### src/rtl/ahb_apb_pkg.sv
// Shared AHB/APB bridge types: transfer/response encodings and the error FSM states.
package ahb_apb_pkg;

  localparam int HTRANS_W = 2;
  localparam int HRESP_W  = 2;

  typedef enum logic [HTRANS_W-1:0] {
    TRANS_IDLE   = 2'b00,
    TRANS_BUSY   = 2'b01,
    TRANS_NONSEQ = 2'b10,
    TRANS_SEQ    = 2'b11
  } htrans_t;

  typedef enum logic [HRESP_W-1:0] {
    RESP_OKAY  = 2'b00,
    RESP_ERROR = 2'b01,
    RESP_RETRY = 2'b10,
    RESP_SPLIT = 2'b11
  } hresp_t;

  typedef enum logic [1:0] {
    ST_IDLE = 2'b00,
    ST_ERR1 = 2'b01,
    ST_ERR2 = 2'b10
  } err_st_t;

endpackage

### src/rtl/ahb_addr_decoder.sv
// Maps an AHB address onto NUM_SLV equal-size APB regions starting at BASE_ADDR.
module ahb_addr_decoder #(
  parameter int                ADDR_W    = 32,
  parameter int                NUM_SLV   = 3,
  parameter logic [ADDR_W-1:0] BASE_ADDR = 32'h8000_0000,
  parameter int                REG_LOG2  = 26
) (
  input  logic [ADDR_W-1:0]  addr,
  output logic               in_map,
  output logic [NUM_SLV-1:0] sel
);

  // One extra bit keeps the offset from wrapping near the top of the address space.
  logic [ADDR_W:0] off;
  logic [ADDR_W:0] idx;

  assign off    = {1'b0, addr} - {1'b0, BASE_ADDR};
  assign idx    = off >> REG_LOG2;
  assign in_map = (addr >= BASE_ADDR) && (idx < (ADDR_W+1)'(NUM_SLV));

  always_comb begin
    sel = '0;
    for (int i = 0; i < NUM_SLV; i++) begin
      if (in_map && (idx == (ADDR_W+1)'(i))) sel[i] = 1'b1;
    end
  end

endmodule

### src/rtl/ahb_slave_if_mp.sv
// AHB slave front end for the AHB2APB bridge: region decode, stall-aware pipeline,
// and an optional two-cycle ERROR response for unmapped transfers (AHB_ERR_RESP_EN).
module ahb_slave_if_mp
  import ahb_apb_pkg::*;
#(
  parameter int                ADDR_W    = 32,
  parameter int                DATA_W    = 32,
  parameter int                NUM_SLV   = 3,
  parameter logic [ADDR_W-1:0] BASE_ADDR = 32'h8000_0000,
  parameter int                REG_LOG2  = 26
) (
  input  logic                Hclk,
  input  logic                Hresetn,
  input  logic                Hwrite,
  input  logic                Hreadyin,
  input  logic [HTRANS_W-1:0] Htrans,
  input  logic [ADDR_W-1:0]   Haddr,
  input  logic [DATA_W-1:0]   Hwdata,
  input  logic [DATA_W-1:0]   Prdata,
  output logic                valid,
  output logic [ADDR_W-1:0]   Haddr1,
  output logic [ADDR_W-1:0]   Haddr2,
  output logic [DATA_W-1:0]   Hwdata1,
  output logic [DATA_W-1:0]   Hwdata2,
  output logic                Hwritereg,
  output logic [NUM_SLV-1:0]  tempselx,
  output logic [DATA_W-1:0]   Hrdata,
  output logic [HRESP_W-1:0]  Hresp,
  output logic                Hreadyout
);

  logic               act;
  logic               in_map;
  logic [NUM_SLV-1:0] sel_raw;
  logic               no_valid;

  ahb_addr_decoder #(
    .ADDR_W   (ADDR_W),
    .NUM_SLV  (NUM_SLV),
    .BASE_ADDR(BASE_ADDR),
    .REG_LOG2 (REG_LOG2)
  ) u_dec (
    .addr  (Haddr),
    .in_map(in_map),
    .sel   (sel_raw)
  );

  assign act      = Hreadyin && Htrans[1];
  assign valid    = Hresetn && act && in_map && !no_valid;
  assign tempselx = Hresetn ? sel_raw : '0;
  assign Hrdata   = Prdata;

  always_ff @(posedge Hclk or negedge Hresetn) begin
    if (!Hresetn) begin
      Haddr1    <= '0;
      Haddr2    <= '0;
      Hwdata1   <= '0;
      Hwdata2   <= '0;
      Hwritereg <= 1'b0;
    end else if (Hreadyin) begin
      Haddr1    <= Haddr;
      Haddr2    <= Haddr1;
      Hwdata1   <= Hwdata;
      Hwdata2   <= Hwdata1;
      Hwritereg <= Hwrite;
    end
  end

`ifdef AHB_ERR_RESP_EN
  err_st_t err_st;
  hresp_t  hresp_q;
  logic    hready_q;
  logic    err_hit;

  assign err_hit   = act && !in_map;
  // The first error cycle is a forced wait state, so Htrans is not a real address phase.
  assign no_valid  = (err_st == ST_ERR1);
  assign Hresp     = hresp_q;
  assign Hreadyout = hready_q;

  always_ff @(posedge Hclk or negedge Hresetn) begin
    if (!Hresetn) begin
      err_st   <= ST_IDLE;
      hresp_q  <= RESP_OKAY;
      hready_q <= 1'b1;
    end else begin
      case (err_st)
        ST_IDLE: begin
          if (err_hit) begin
            err_st   <= ST_ERR1;
            hresp_q  <= RESP_ERROR;
            hready_q <= 1'b0;
          end
        end
        ST_ERR1: begin
          err_st   <= ST_ERR2;
          hresp_q  <= RESP_ERROR;
          hready_q <= 1'b1;
        end
        ST_ERR2: begin
          if (err_hit) begin
            err_st   <= ST_ERR1;
            hresp_q  <= RESP_ERROR;
            hready_q <= 1'b0;
          end else begin
            err_st   <= ST_IDLE;
            hresp_q  <= RESP_OKAY;
            hready_q <= 1'b1;
          end
        end
        default: begin
          err_st   <= ST_IDLE;
          hresp_q  <= RESP_OKAY;
          hready_q <= 1'b1;
        end
      endcase
    end
  end
`else
  assign no_valid  = 1'b0;
  assign Hresp     = RESP_OKAY;
  assign Hreadyout = 1'b1;
`endif

endmodule

### config.mk
export PLATFORM = sky130hd
export DESIGN_NAME = ahb_slave_if_mp
export DESIGN_NICKNAME = d
export VERILOG_FILES = /design/src/rtl/ahb_apb_pkg.sv /design/src/rtl/ahb_addr_decoder.sv /design/src/rtl/ahb_slave_if_mp.sv
export SDC_FILE = /design/constraint.sdc
export NUM_CORES = 1
export LEC_CHECK = 0
export ABC_AREA = 1
export CORE_AREA = 5 5 133 110
export CTS_CLUSTER_DIAMETER = 30
export DETAILED_ROUTE_END_ITERATION = 10
export DIE_AREA = 0 0 138 115
export PLACE_DENSITY = 0.8
export SLEW_MARGIN = 20
export SYNTH_ARGS = -nofsm -noshare
export SYNTH_HDL_FRONTEND = slang
export SYNTH_SLANG_ARGS = --single-unit
export TNS_END_PERCENT = 50
### constraint.sdc
create_clock -name Hclk -period 1.7 [get_ports Hclk]
set_input_delay 0.51 -clock Hclk [delete_from_list [all_inputs] [get_ports Hclk]]
set_output_delay 0.51 -clock Hclk [all_outputs]
set_load 0.02 [all_outputs]
==> run metrics <==
status=finished, final reports clean; Final #Nets=800; Crit path depth=5; Period minus WS final=1.661 ns; Arr. time, crit path=1.15 ns; Antenna Cells=0; setup tns final=0 ns; share of layout cells above drive strength 1=0.08298; # rows=38; final WL=12710 um; Via density=4.404; Area after DPL=6994 sq um; Overflow after GRT=0; clk_lat worst skew=0.40 ns; Worst-path clk slew=0.06 ns; critical path fanouts, max=2; number of global-route vias before repair=3934; Hold Violations, Final=0; chip width=138 um; Top Usage Layer GRT=met2; first-pass GRT wire length=20420 um; routed via count=3924; # setup viols final=0; Finished Layout Cells=891; Worst-Margin Slew=0.8679 ns; Iter 0 DRT Violations=181; DP Cell Count=859; synth warn=0; CP required=1.19 ns; CP Launch Type=input port; die area=15870 sq um; Final Slew Violations=0; Layout Skew=0.004958 ns; M2 GR Usage=0.2542; HPWL after DPL=8794 um; most frequent cells in the layout=dlygate4sd2_1 (130), dfrtp_1 (129), nand2_1 (68); Slew headroom=0.4214; design area=7481 sq um; Clock Tree Buf Depth=2; slowest stage delay, CP=0.17 ns; # DRC=0; GR Util met3=0.06694; Initial Utilization=0.3902; Fillers=1229; Power Total=9069 uW; reg2reg path depth=2; post-CTS setup buffers=0; TritonCTS clock tree=yes; Sink Count=129; PwrDens=1212 nW/um^2; RSZ-0062 raised after global routing=false; Top Ports=270; DR WL/cell=14.26 um; Fmax=602.0 MHz; #FFs+latches synth=129; total track usage=0.1607; final worst-path cycle share=0.9771; H-tree depth=4; routability cong.=0.8039; cts bufs inserted=17; Root Buffer=clkbuf_16; most common cell after layout, fill and taps aside=dlygate4sd2_1; leakage=0.003644 uW; peak supply drop=0.6440 mV; Pre-Repair DR Iteration Count=4; WP buf/inv=2; post-synthesis sequential area ratio=0.6259; Mapped Area=5157 sq um; Die Span Y=115 um; Syn Inst Count=534; met1 GRT Util=0.1943; CTS Hold Bufs=0; remaining antenna violation count=0; cells along the critical path=buf_2 -> nor2_2 -> nand3_2 -> nor2_1 -> buf_4; Unique masters post-synth=15; Setup CP Type=input port to primary output; Core ar.=13220 sq um; area delta synth->final=45.05%; max cap viols=0; Worst Setup End Kind=primary output; # port buffers=201; HP Class=input port to asynchronous set/reset pin; initial antenna violation count=0; syn_area_per_cell=9.658 sq um; Slowest-stage cell, CP=nor2_2; delay-heaviest family, CP=simple AND/OR/NAND/NOR gates; largest net degree at the start of global routing=142
cells by family (layout without fill, tap and decap cells):
group                  Yosys count  count (layout)  synth area share
flip-flops                     129             129            0.6259
AND/OR/NAND/NOR                142             142            0.1043
buffers and inverters          132             308            0.1431
AO/OA/AOI/OAI                  129             129            0.1252
other                            2               3          0.001456
cells in the mapped netlist, drive strengths merged:
cell,number,area [sq um]
a21oi,64,320.3
nand4,1,6.260
nand3,2,10.01
buf,60,467.9
dfrtp,129,3228
nor2,70,262.8
clkbuf,4,15.01
o21ai,65,325.3
inv,68,255.2
conb,2,7.510
nand2,69,259.0
timing repair:
action,4_1_cts,5_1_grt
pin swaps,9,5
cloned,0,0
setup endpoints to repair,133,4
hold endpoints to repair,0,0
gates resized for setup,178,4
worst register-to-register path: cells and delay by family, from the launching register on:
kind	cells	cell delay (ns)
AO/OA/AOI/OAI	1	0.11
flip-flops	1	0.37
buffers and inverters	1	0.09
flip-flops by register name, indices dropped and copies added (netlist names):
register and count:
Hwritereg 1, Hwdata1 32, Hwdata2 32, Haddr2 32, Haddr1 32
worst paths after layout:
path / from / endpoint / slack (ns)
worst max register to register: Hwdata1[6] / Hwdata1[6] / 0.98
worst max-delay path: Haddr[28] / tempselx[1] / 0.04
max in group asynchronous: Hresetn / Hwdata1[19] / 0.74
min in group Hclk: Haddr[30] / Haddr1[30] / 0.37
worst min-delay path: Hresetn / Haddr1[25] / 0.34
worst min register to register: Haddr1[26] / Haddr2[26] / 0.51
where the power goes:
group	total, uW	internal, uW	switching, uW
registers	3540	3390	156
logic	1510	578	929
clock network	4020	2690	1330
stage by stage:
stage / hold slack, ns / utilization / setup slack, ns
finish: 0.3366 / 0.5660 / 0.03888
global route: 0.3731 / 0.5660 / 0.0009095
CTS: 0.3401 / 0.5669 / 0.008691
detailed placement: 0.5093 / 0.5292 / -0.8425
global placement: 0.5018 / 0.5292 / -0.8329
floorplan: 0.2144 / - / 0.01833
per-layer routing:
layer  vias up  share of wire
met3        16          0.079
met2       147           0.47
met5         -              0
li1       1969              -
met4         0          0.021
met1      1792           0.44
cell type report:
class | count | area, sq um | share of cell area
Clock buffer | 20 | 456.7 | 0.06105
Clock inverter | 12 | 205.2 | 0.02743
Inverter | 68 | 255.2 | 0.03412
Multi-Input combinational cell | 274 | 1217 | 0.1627
Sequential cell | 129 | 3228 | 0.4315
Tap cell | 180 | 225.2 | 0.03011
Timing Repair Buffer | 208 | 1893 | 0.2531
No activity file was read; power rests on OpenSTA's default activity.
